**src/rtl/riscv_types_pkg.sv**
```systemverilog
// Shared RISC-V core types.
// Holds the owner encoding for the instruction/data memory arbiter.
package riscv_types_pkg;

   typedef enum logic [1:0] {
      OWN_NONE = 2'd0,
      OWN_I    = 2'd1,
      OWN_D    = 2'd2
   } arb_owner_e;

endpackage

```
**src/rtl/mem_arbiter.sv**
```systemverilog
// Shares one synchronous single-port RAM between the fetch and data ports.
// Data normally wins; a fetch that has waited STARVE_LIMIT data grants wins next.
module mem_arbiter
   import riscv_types_pkg::*;
#(
   parameter int STARVE_LIMIT = 4,
   parameter int ADDR_W       = 32
) (
   input  logic              clk,
   input  logic              rst_n,
   input  logic              i_req,
   input  logic [ADDR_W-1:0] i_addr,
   output logic              i_gnt,
   output logic              i_rvalid,
   output logic [31:0]       i_rdata,
   input  logic              d_req,
   input  logic              d_we,
   input  logic [3:0]        d_be,
   input  logic [ADDR_W-1:0] d_addr,
   input  logic [31:0]       d_wd,
   output logic              d_gnt,
   output logic              d_rvalid,
   output logic [31:0]       d_rdata,
   output logic              mem_en,
   output logic              mem_we,
   output logic [3:0]        mem_be,
   output logic [ADDR_W-1:0] mem_addr,
   output logic [31:0]       mem_wd,
   input  logic [31:0]       mem_rd
);

   localparam int CNT_W = $clog2(STARVE_LIMIT + 1);
   localparam logic [CNT_W-1:0] LIMIT = CNT_W'(STARVE_LIMIT);

   arb_owner_e       owner;
   logic [CNT_W-1:0] starve_cnt;
   logic             fetch_pri;

   // NOTE: every signal assigned in always_comb gets a default first, so no
   // path through the block can leave it unassigned and infer a latch.
   always_comb begin
      fetch_pri = 1'b0;
      d_gnt     = 1'b0;
      i_gnt     = 1'b0;
      fetch_pri = i_req && (starve_cnt == LIMIT);
      // Grants are gated by rst_n so nothing reaches the RAM while in reset.
      d_gnt     = rst_n && d_req && !fetch_pri;
      i_gnt     = rst_n && i_req && !d_gnt;
   end

   always_comb begin
      mem_en   = 1'b0;
      mem_we   = 1'b0;
      mem_be   = 4'b0000;
      mem_addr = i_addr;
      mem_wd   = d_wd;
      mem_en   = i_gnt || d_gnt;
      if (d_gnt) begin
         mem_we   = d_we;
         mem_be   = d_be;
         mem_addr = d_addr;
      end
   end

   // NOTE: sequential state uses non-blocking assignments so every register
   // samples pre-edge values regardless of statement order.
   always_ff @(posedge clk or negedge rst_n) begin
      if (!rst_n) begin
         owner      <= OWN_NONE;
         starve_cnt <= '0;
      end else begin
         if (i_gnt)      owner <= OWN_I;
         else if (d_gnt) owner <= OWN_D;
         else            owner <= OWN_NONE;

         if (i_gnt || !i_req)
            starve_cnt <= '0;
         else if (d_gnt && (starve_cnt != LIMIT))
            starve_cnt <= starve_cnt + 1'b1;
      end
   end

   assign i_rvalid = (owner == OWN_I);
   assign d_rvalid = (owner == OWN_D);
   assign i_rdata  = mem_rd;
   assign d_rdata  = mem_rd;

endmodule

```
**config.mk**
```make
export PLATFORM = sky130hd
export DESIGN_NAME = mem_arbiter
export DESIGN_NICKNAME = d
export VERILOG_FILES = /design/src/rtl/riscv_types_pkg.sv /design/src/rtl/mem_arbiter.sv
export SDC_FILE = /design/constraint.sdc
export NUM_CORES = 1
export LEC_CHECK = 0
export ABC_CLOCK_PERIOD_IN_PS = 1800
export CORE_AREA = 2 2 105 107
export CTS_BUF_LIST = sky130_fd_sc_hd__clkbuf_2 sky130_fd_sc_hd__clkbuf_4 sky130_fd_sc_hd__clkbuf_8
export CTS_CLUSTER_SIZE = 10
export DETAILED_ROUTE_END_ITERATION = 12
export DIE_AREA = 0 0 107 109
export HOLD_SLACK_MARGIN = 0.05
export SYNTH_ARGS = -nofsm -noshare
export SYNTH_HDL_FRONTEND = slang
export SYNTH_SLANG_ARGS = --single-unit
```
**constraint.sdc**
```tcl
create_clock -name clk -period 1.8 [get_ports clk]
set_input_delay 0.54 -clock clk [delete_from_list [all_inputs] [get_ports clk]]
set_output_delay 0.54 -clock clk [all_outputs]
set_load 0.02 [all_outputs]
```
==> After elaboration in Yosys (flattened, before gate mapping) <==
Cells that the tools add are included.
{ "classes": {"muxes": 7, "addsub": 1, "eq_ne": 4, "n_reduce_logical": 12} }
{ "ops": {"columns": ["operator", "n"], "rows": [
  ["$mux W32", 1],
  ["$logic_and A1 B1 Y1", 6],
  ["$mux W3", 2],
  ["$mux W2", 2],
  ["$mux W4", 1],
  ["$add A3 B1 Y3 const B", 1],
  ["$eq A3 B3 Y1 const B", 1],
  ["$logic_not A1 Y1", 3],
  ["$ne A3 B3 Y1 const B", 1],
  ["$eq A2 B1 Y1 const B", 1],
  ["$eq A2 B2 Y1 const B", 1],
  ["$logic_or A1 B1 Y1", 2],
  ["$reduce_bool A2 Y1", 1],
  ["$mux W1", 1]
]} }
{ "word_totals": {"regBits": 5, "output_inout_bits": 138} }

==> Depth between registers and ports, before layout <==
Gate-level depths: netlist of run 1.
{ "depth": {"word_depth": 8, "ltp_mapped": 7, "ltp_nobuf": 6} }

==> Worst setup path before layout of run 1 <==
OpenSTA, ideal clock, no wires.
{ "synth_path": {"path_type": "flip-flop to output port", "startpoint": "reg starve_cnt[0]", "endpoint": "out mem_addr[0]", "arrival_ps": 1389, "setup_slack_ps": -129, "path_stages_with_launch": 7, "n_path_buf": 1, "path_cell_list": "dfrtp_1 -> inv_1 -> ha_1 -> nand3_2 -> nand3_4 -> buf_6 -> mux2_4"} }
{ "synth_between": {"elab_chain_cells": 5} }
{ "synth_rtl": {"columns": ["element", "line_no", "rtl"], "rows": [
  ["start, declared", "mem_arbiter.sv:36", "logic [CNT_W-1:0] starve_cnt;"],
  ["start signal, assigned", "mem_arbiter.sv:79", "starve_cnt <= starve_cnt + 1'b1;"],
  ["$eq A3 B3 Y1", "mem_arbiter.sv:45", "fetch_pri = i_req && (starve_cnt == LIMIT);"],
  ["$logic_and A1 B1 Y1", "mem_arbiter.sv:45", null],
  ["$logic_not A1 Y1", "mem_arbiter.sv:47", "d_gnt = rst_n && d_req && !fetch_pri;"],
  ["$logic_and A1 B1 Y1", "mem_arbiter.sv:47", null],
  ["$mux W32", "mem_arbiter.sv:58", "if (d_gnt) begin"],
  ["end, declared", "mem_arbiter.sv:27", "output logic [ADDR_W-1:0] mem_addr,"]
]} }
Every way passes these cells.

==> Final worst setup path of run 1 <==
{ "layout_path": {"startpoint": "reg starve_cnt[1]", "endpoint": "out mem_addr[21]"} }
The elaborated chain is that of the path after synthesis.

==> results.sh, run 1 <==
export IMPL_grt_pass1_wl_microns=5810
export IMPL_antenna_found_initial=0
export IMPL_nNetsFinal=343
export IMPL_fin_skew_ns=0.00146
export IMPL_pre_cts_ws_ns=-1.09
export IMPL_drt_iter0_markers=10
export IMPL_layout_min_cycle_time_ns=2.22
export IMPL_seq_area_frac_synth_pct=8.06
export IMPL_chipHeight_microns=109
export IMPL_powerDensity_nw_per_um2=389
export IMPL_hold_violations=0
export IMPL_fill_cells=1153
export IMPL_p_int_uw=669
export IMPL_worst_pin_slew_ns=0.221
export IMPL_grtUsageTotal_pct=6.52
export IMPL_wl_microns=4270
export IMPL_rsz0062_at_grt="true"
export IMPL_maxSlewViolCount=0
export IMPL_share_comb_of_total_power_pct=63.6
export IMPL_die_w_microns=107
export IMPL_avgRoutedWirePerCell_microns=12.5
export IMPL_violations="setup timing"
export IMPL_cts_buffers_inserted=3
export IMPL_remaining_drc_errors=0
export IMPL_final_cell_mix="clkdlybuf4s50_1, buf_6, mux2_4, buf_4"
export IMPL_outcome="finished, violations left"
export IMPL_core_area_sq_um=10600
export IMPL_hp_class="primary input to async pin"
export IMPL_end_kind="primary output"
export IMPL_cp_top_family="buffers and inverters"
export IMPL_start_util_pct=14.6
export IMPL_synth_seq_cells=5
export IMPL_stdcell_area_sq_um=2420
export IMPL_grt_overflow_total=0
export IMPL_path_max_fanout=5
export IMPL_htreeDepth=1
export IMPL_final_util_pct=22.9
export IMPL_syn_to_final_growth_pct=56.3
export IMPL_crit_chain="inv_2 > ha_4 > nand3_4 > nand3_4 > buf_4 > buf_16 > mux2_4 > buf_4"
export IMPL_clkSinkCount=5
export IMPL_grt_pass1_vias=1190
export IMPL_max_slew_margin_pct=85.2
export IMPL_clkPwrFrac_pct=23.8
export IMPL_arrival_ns=1.68
export IMPL_peakVddDrop_v=0.000424
export IMPL_worst_slack_ns=-0.421
export IMPL_setup_viol=39
export IMPL_vias_per_cell=3.41
export IMPL_grt_max_degree=13
export IMPL_critPathSlowestCell="dfrtp_1"
export IMPL_synthDistinctLibCells=22
export IMPL_worst_setup_path_type="flop to primary output"
export IMPL_cts_buffer_depth=2
export IMPL_diodes=0
export IMPL_critPathRequiredTime_ns=1.26
export IMPL_port_buffers=114
export IMPL_period_share_pct=123
export IMPL_drt_first_pass_iters=2
export IMPL_cts_tree="done"
export IMPL_p_sw_share_pct=29.0
export IMPL_seqPwrFrac_pct=12.6
export IMPL_fin_cells=343
export IMPL_rows=38
export IMPL_dpl_hpwl_microns=3460
export IMPL_synth_area_sq_um=1550
export IMPL_cp_start_kind="flop"
export IMPL_p_leak_uw=0.00112
export IMPL_cts_root_buf="clkbuf_8"
export IMPL_clock_latency_ns=0.22
export IMPL_syn_area_per_cell_sq_um=9.29
export IMPL_drive_above_1_share_pct=53.2
export IMPL_gp_congestion=0.650
export IMPL_setup_tns_final_ns=-14.95
export IMPL_synth_fp_nets=306
export IMPL_dieArea_sq_um=11700
export IMPL_crit_path_max_incr_delay_ns=0.38
export IMPL_routed_via_count=1168
export IMPL_ioPinCount=275
export IMPL_path_buf_inv=4
export IMPL_p_sw_uw=274
export IMPL_ant_nets=0
export IMPL_maxCapViolCount=0
export IMPL_ys_warn_count=0
export IMPL_placed_cell_area_sq_um=2250
export IMPL_fmax_mhz=450
export IMPL_holdBufCountCts=0
export IMPL_synthesis_instances=167
export IMPL_clkTransAtPathRegs_ns=0.04
export IMPL_placedCellCount=334
export IMPL_layout_commonest_cell="clkdlybuf4s50_1"
cells in the mapped netlist:
cell type / number / area [sq um]
a21boi_0: 1 / 7.51
and2_1: 5 / 31.3
and3_1: 1 / 6.26
buf_4: 97 / 728
buf_6: 3 / 33.8
dfrtp_1: 5 / 125
ha_1: 2 / 25.0
inv_1: 3 / 11.3
inv_2: 1 / 3.75
mux2_2: 5 / 56.3
mux2_4: 27 / 405
nand2_1: 3 / 11.3
nand2b_1: 1 / 6.26
nand3_2: 1 / 10.0
nand3_4: 1 / 17.5
nand4_1: 1 / 6.26
nor2_1: 1 / 3.75
nor2b_1: 3 / 18.8
nor3_1: 1 / 5.00
nor3b_1: 2 / 15.0
o21a_1: 2 / 15.0
o31a_1: 1 / 8.76
state kept, by name, summed over array words and instances (netlist names):
register / flops
owner: 2
starve_cnt: 3
power groups by stage:
stage	registers, uW	logic (uW)	clock network (uW)
after floorplan	120	549	0
after global placement	120	556	0
after detailed placement	120	558	0
after CTS	119	590	232
after global routing	120	629	239
final	119	599	224
worst paths after layout:
check / from / endpoint / slack (ns) / cells past startpoint
min reg2reg: starve_cnt[0] / starve_cnt[0] / 0.66 / 3
min: rst_n / owner[0] / 0.41 / 2
max: starve_cnt[1] / mem_addr[21] / -0.42 / 8
max reg2reg: starve_cnt[0] / owner[0] / 0.48 / 7
max in group asynchronous: rst_n / starve_cnt[0] / 1.16 / 3
min in group clk: starve_cnt[0] / starve_cnt[0] / 0.66 / 3
through the flow:
stage / hold WS (ns) / power [uW]
detailed placement: 0.637 / 678
floorplan: 0.244 / 669
global placement: 0.625 / 676
CTS: 0.419 / 941
finish: 0.410 / 943
global route: 0.415 / 987
worst reg2reg max path: cells and delay by family, from the launching register on:
kind                     cells  cell delay, ns
flip-flops                   1            0.35
AND/OR/NAND/NOR              3            0.35
adder cells (fa/ha/maj)      1            0.16
buffers and inverters        3            0.36
metal layers:
layer | track usage (%) | up-vias | part of all wire [%]
li1 | - | 516 | -
met3 | 2.33 | 19 | 13
met5 | 0 | - | 0
met1 | 5.16 | 505 | 31
met2 | 13.5 | 128 | 54
met4 | 3.62 | 0 | 2.8
kinds of logic after synthesis:
| group | after synthesis | synth area share, % |
|---|---|---|
| AO/OA/AOI/OAI | 4 | 2.02 |
| multiplexers | 32 | 29.8 |
| adder cells (fa/ha/maj) | 2 | 1.61 |
| AND/OR/NAND/NOR | 20 | 8.47 |
| flip-flops | 5 | 8.06 |
| buffers and inverters | 104 | 50.1 |
timing repair:
| action | CTS | global route |
|---|---|---|
| pin swaps | 1 | 1 |
| endpoints found under the setup margin | 42 | 40 |
| resized for setup | 232 | 18 |
| setup buffers | 2 | 1 |
| gates cloned | 2 | 0 |
final cells by class:
class	count	area, sq um	share of cell area (%)
Tap cell	140	175	7.22
Clock buffer	4	48.8	2.01
Timing Repair Buffer	132	1350	55.8
Sequential cell	5	125	5.16
Multi-Input combinational cell	58	702	28.9
Inverter	4	20.0	0.826
No activity file was read; power rests on OpenSTA's default activity.
==> run 2: changes to the inputs <==
--- a/config.mk
+++ b/config.mk
@@ -5,13 +5,12 @@
 export SDC_FILE = /design/constraint.sdc
 export NUM_CORES = 1
 export LEC_CHECK = 0
-export ABC_CLOCK_PERIOD_IN_PS = 1800
 export CORE_AREA = 2 2 105 107
 export CTS_BUF_LIST = sky130_fd_sc_hd__clkbuf_2 sky130_fd_sc_hd__clkbuf_4 sky130_fd_sc_hd__clkbuf_8
-export CTS_CLUSTER_SIZE = 10
 export DETAILED_ROUTE_END_ITERATION = 12
 export DIE_AREA = 0 0 107 109
 export HOLD_SLACK_MARGIN = 0.05
+export SETUP_SLACK_MARGIN = 0.2
 export SYNTH_ARGS = -nofsm -noshare
 export SYNTH_HDL_FRONTEND = slang
 export SYNTH_SLANG_ARGS = --single-unit
==> run 2 against run 1 <==
- the run still ends with setup timing left
- die area stayed put
- maximum frequency is 4.1% lower
- first-iteration DRC count up 20%
- sequential share of layout area is 0.25 points lower
- critical path depth increased by 1
- utilization rose by 1.1 points
- worst setup slack worse by 0.094 ns
- final cell count rose by 3.8%
- count of clock-buffer cells in the layout is the same
- final area grew 5.0%
- clock power fell by 3%
- hold slack worse by 0.067 ns
==> results.sh, run 2 (synthesis gave the netlist of run 1 again) <==
export IMPL_end_kind="primary output"
export IMPL_hp_class="primary input to async pin"
export IMPL_fin_skew_ns=0.00237
export IMPL_layout_commonest_cell="clkdlybuf4s50_1"
export IMPL_peakVddDrop_v=0.000385
export IMPL_reg2regPathDepth=5
export IMPL_antenna_found_initial=0
export IMPL_cts_root_buf="clkbuf_8"
export IMPL_violations="setup timing"
export IMPL_grt_pass1_wl_microns=5730
export IMPL_port_buffers=114
export IMPL_worst_pin_slew_ns=0.210
export IMPL_p_leak_uw=0.00118
export IMPL_grt_pass1_vias=1200
export IMPL_clkSinkCount=5
export IMPL_placedCellCount=336
export IMPL_powerDensity_nw_per_um2=378
export IMPL_fmax_mhz=432
export IMPL_period_share_pct=129
export IMPL_layout_min_cycle_time_ns=2.32
export IMPL_cts_buffers_inserted=3
export IMPL_cts_tree="done"
export IMPL_arrival_ns=1.78
export IMPL_fin_cells=356
export IMPL_max_slew_margin_pct=86.1
export IMPL_die_w_microns=107
export IMPL_start_util_pct=14.6
export IMPL_r2r_end="starve_cnt[2]"
export IMPL_drive_above_1_share_pct=56.9
export IMPL_dpl_hpwl_microns=3200
export IMPL_cts_buffer_depth=2
export IMPL_nNetsFinal=356
export IMPL_diodes=0
export IMPL_reg_largest_list="starve_cnt (3), owner (2)"
export IMPL_remaining_drc_errors=0
export IMPL_grt_overflow_total=0
export IMPL_maxCapViolCount=0
export IMPL_grtUsageTotal_pct=6.17
export IMPL_chipHeight_microns=109
export IMPL_rsz0062_at_grt="true"
export IMPL_timing_rr_start="starve_cnt[0]"
export IMPL_vias_per_cell=3.33
export IMPL_critPathRequiredTime_ns=1.26
export IMPL_ioPinCount=275
export IMPL_worst_setup_path_type="flop to primary output"
export IMPL_grt_max_degree=9
export IMPL_rows=38
export IMPL_routed_via_count=1186
export IMPL_path_max_fanout=4
export IMPL_cp_start_kind="flop"
export IMPL_hold_violations=0
export IMPL_outcome="finished, violations left"
export IMPL_avgRoutedWirePerCell_microns=11.2
export IMPL_r2r_slack_ns=0.48
export IMPL_syn_to_final_growth_pct=64.1
export IMPL_hold_ws_ns=0.343
export IMPL_maxSlewViolCount=0
export IMPL_regMostFlops="starve_cnt"
export IMPL_core_area_sq_um=10600
export IMPL_setup_viol=39
export IMPL_clkTransAtPathRegs_ns=0.04
export IMPL_holdBufCountCts=0
export IMPL_final_cell_mix="clkdlybuf4s50_1, buf_6, mux2_4, buf_4, buf_2"
export IMPL_largest_reg_flops=3
export IMPL_clock_latency_ns=0.22
export IMPL_drt_iter0_markers=12
export IMPL_drt_first_pass_iters=3
export IMPL_wl_microns=4000
export IMPL_gp_congestion=0.685
export IMPL_worst_slack_ns=-0.516
export IMPL_dieArea_sq_um=11700
export IMPL_htreeDepth=1
export IMPL_ant_nets=0
[run 2: layout make-up]
cell class,instances,area [sq um]
fillers,1135,8060
repair buffers,145,1490
multi-input cells,58,694
well taps,140,175
flip-flops and latches,5,125
clock buffers,4,48.8
inverters,4,17.5
[run 2: critical path: stages (launching register included)]
cell,delay [ns]
dfrtp_1,0.35
inv_2,0.06
ha_4,0.16
nand3_4,0.06
nand3_4,0.09
buf_12,0.15
buf_12,0.12
buf_4,0.13
mux2_4,0.30
buf_6,0.13
[run 2: what timing repair did]
| action | in CTS | in global routing |
|---|---|---|
| buffers inserted | 11 | 3 |
| pin swaps | 4 | 4 |
| gates resized for setup | 246 | 12 |
| cloned | 2 | 0 |
| endpoints found under the setup margin | 42 | 42 |
[run 2: through the flow]
step                      TNS [ns]  cell area, sq um  total power [uW]  utilization (%)  setup WS (ns)
after floorplan              -2.14              1590               670                -        -0.0797
after global placement      -40.75              2270               678             21.4          -1.07
after detailed placement    -41.42              2270               682             21.4          -1.09
after CTS                   -18.38              2500               958             23.6         -0.560
after global routing        -20.09              2550              1010             24.0         -0.601
final                       -16.81              2550               961             24.0         -0.516
[run 2: layer usage]
metal	share of wire, %	global-route usage, %	vias up
met5	0	0	-
met4	1.7	2.32	0
met3	13	3.23	19
met2	53	11.6	94
met1	32	5.66	531
li1	-	-	542
[run 2: worst max path at each step]
| stage | endpoint | slack [ns] | cells past startpoint | startpoint |
|---|---|---|---|---|
| after floorplan | mem_addr[0] | -0.08 | 6 | starve_cnt[0] |
| after global placement | mem_addr[16] | -1.07 | 6 | i_req |
| after detailed placement | mem_addr[20] | -1.09 | 6 | i_req |
| after CTS | mem_addr[16] | -0.56 | 9 | starve_cnt[0] |
| after global routing | mem_addr[30] | -0.60 | 9 | starve_cnt[1] |
| final | mem_addr[30] | -0.52 | 9 | starve_cnt[0] |
[run 2: power breakdown]
part | total, uW | switching [uW] | leakage [uW] | internal [uW]
Combinational | 624 | 217 | 0.00108 | 407
Clock | 218 | 51.3 | 0.0000262 | 167
Sequential | 119 | 2.27 | 0.0000673 | 117
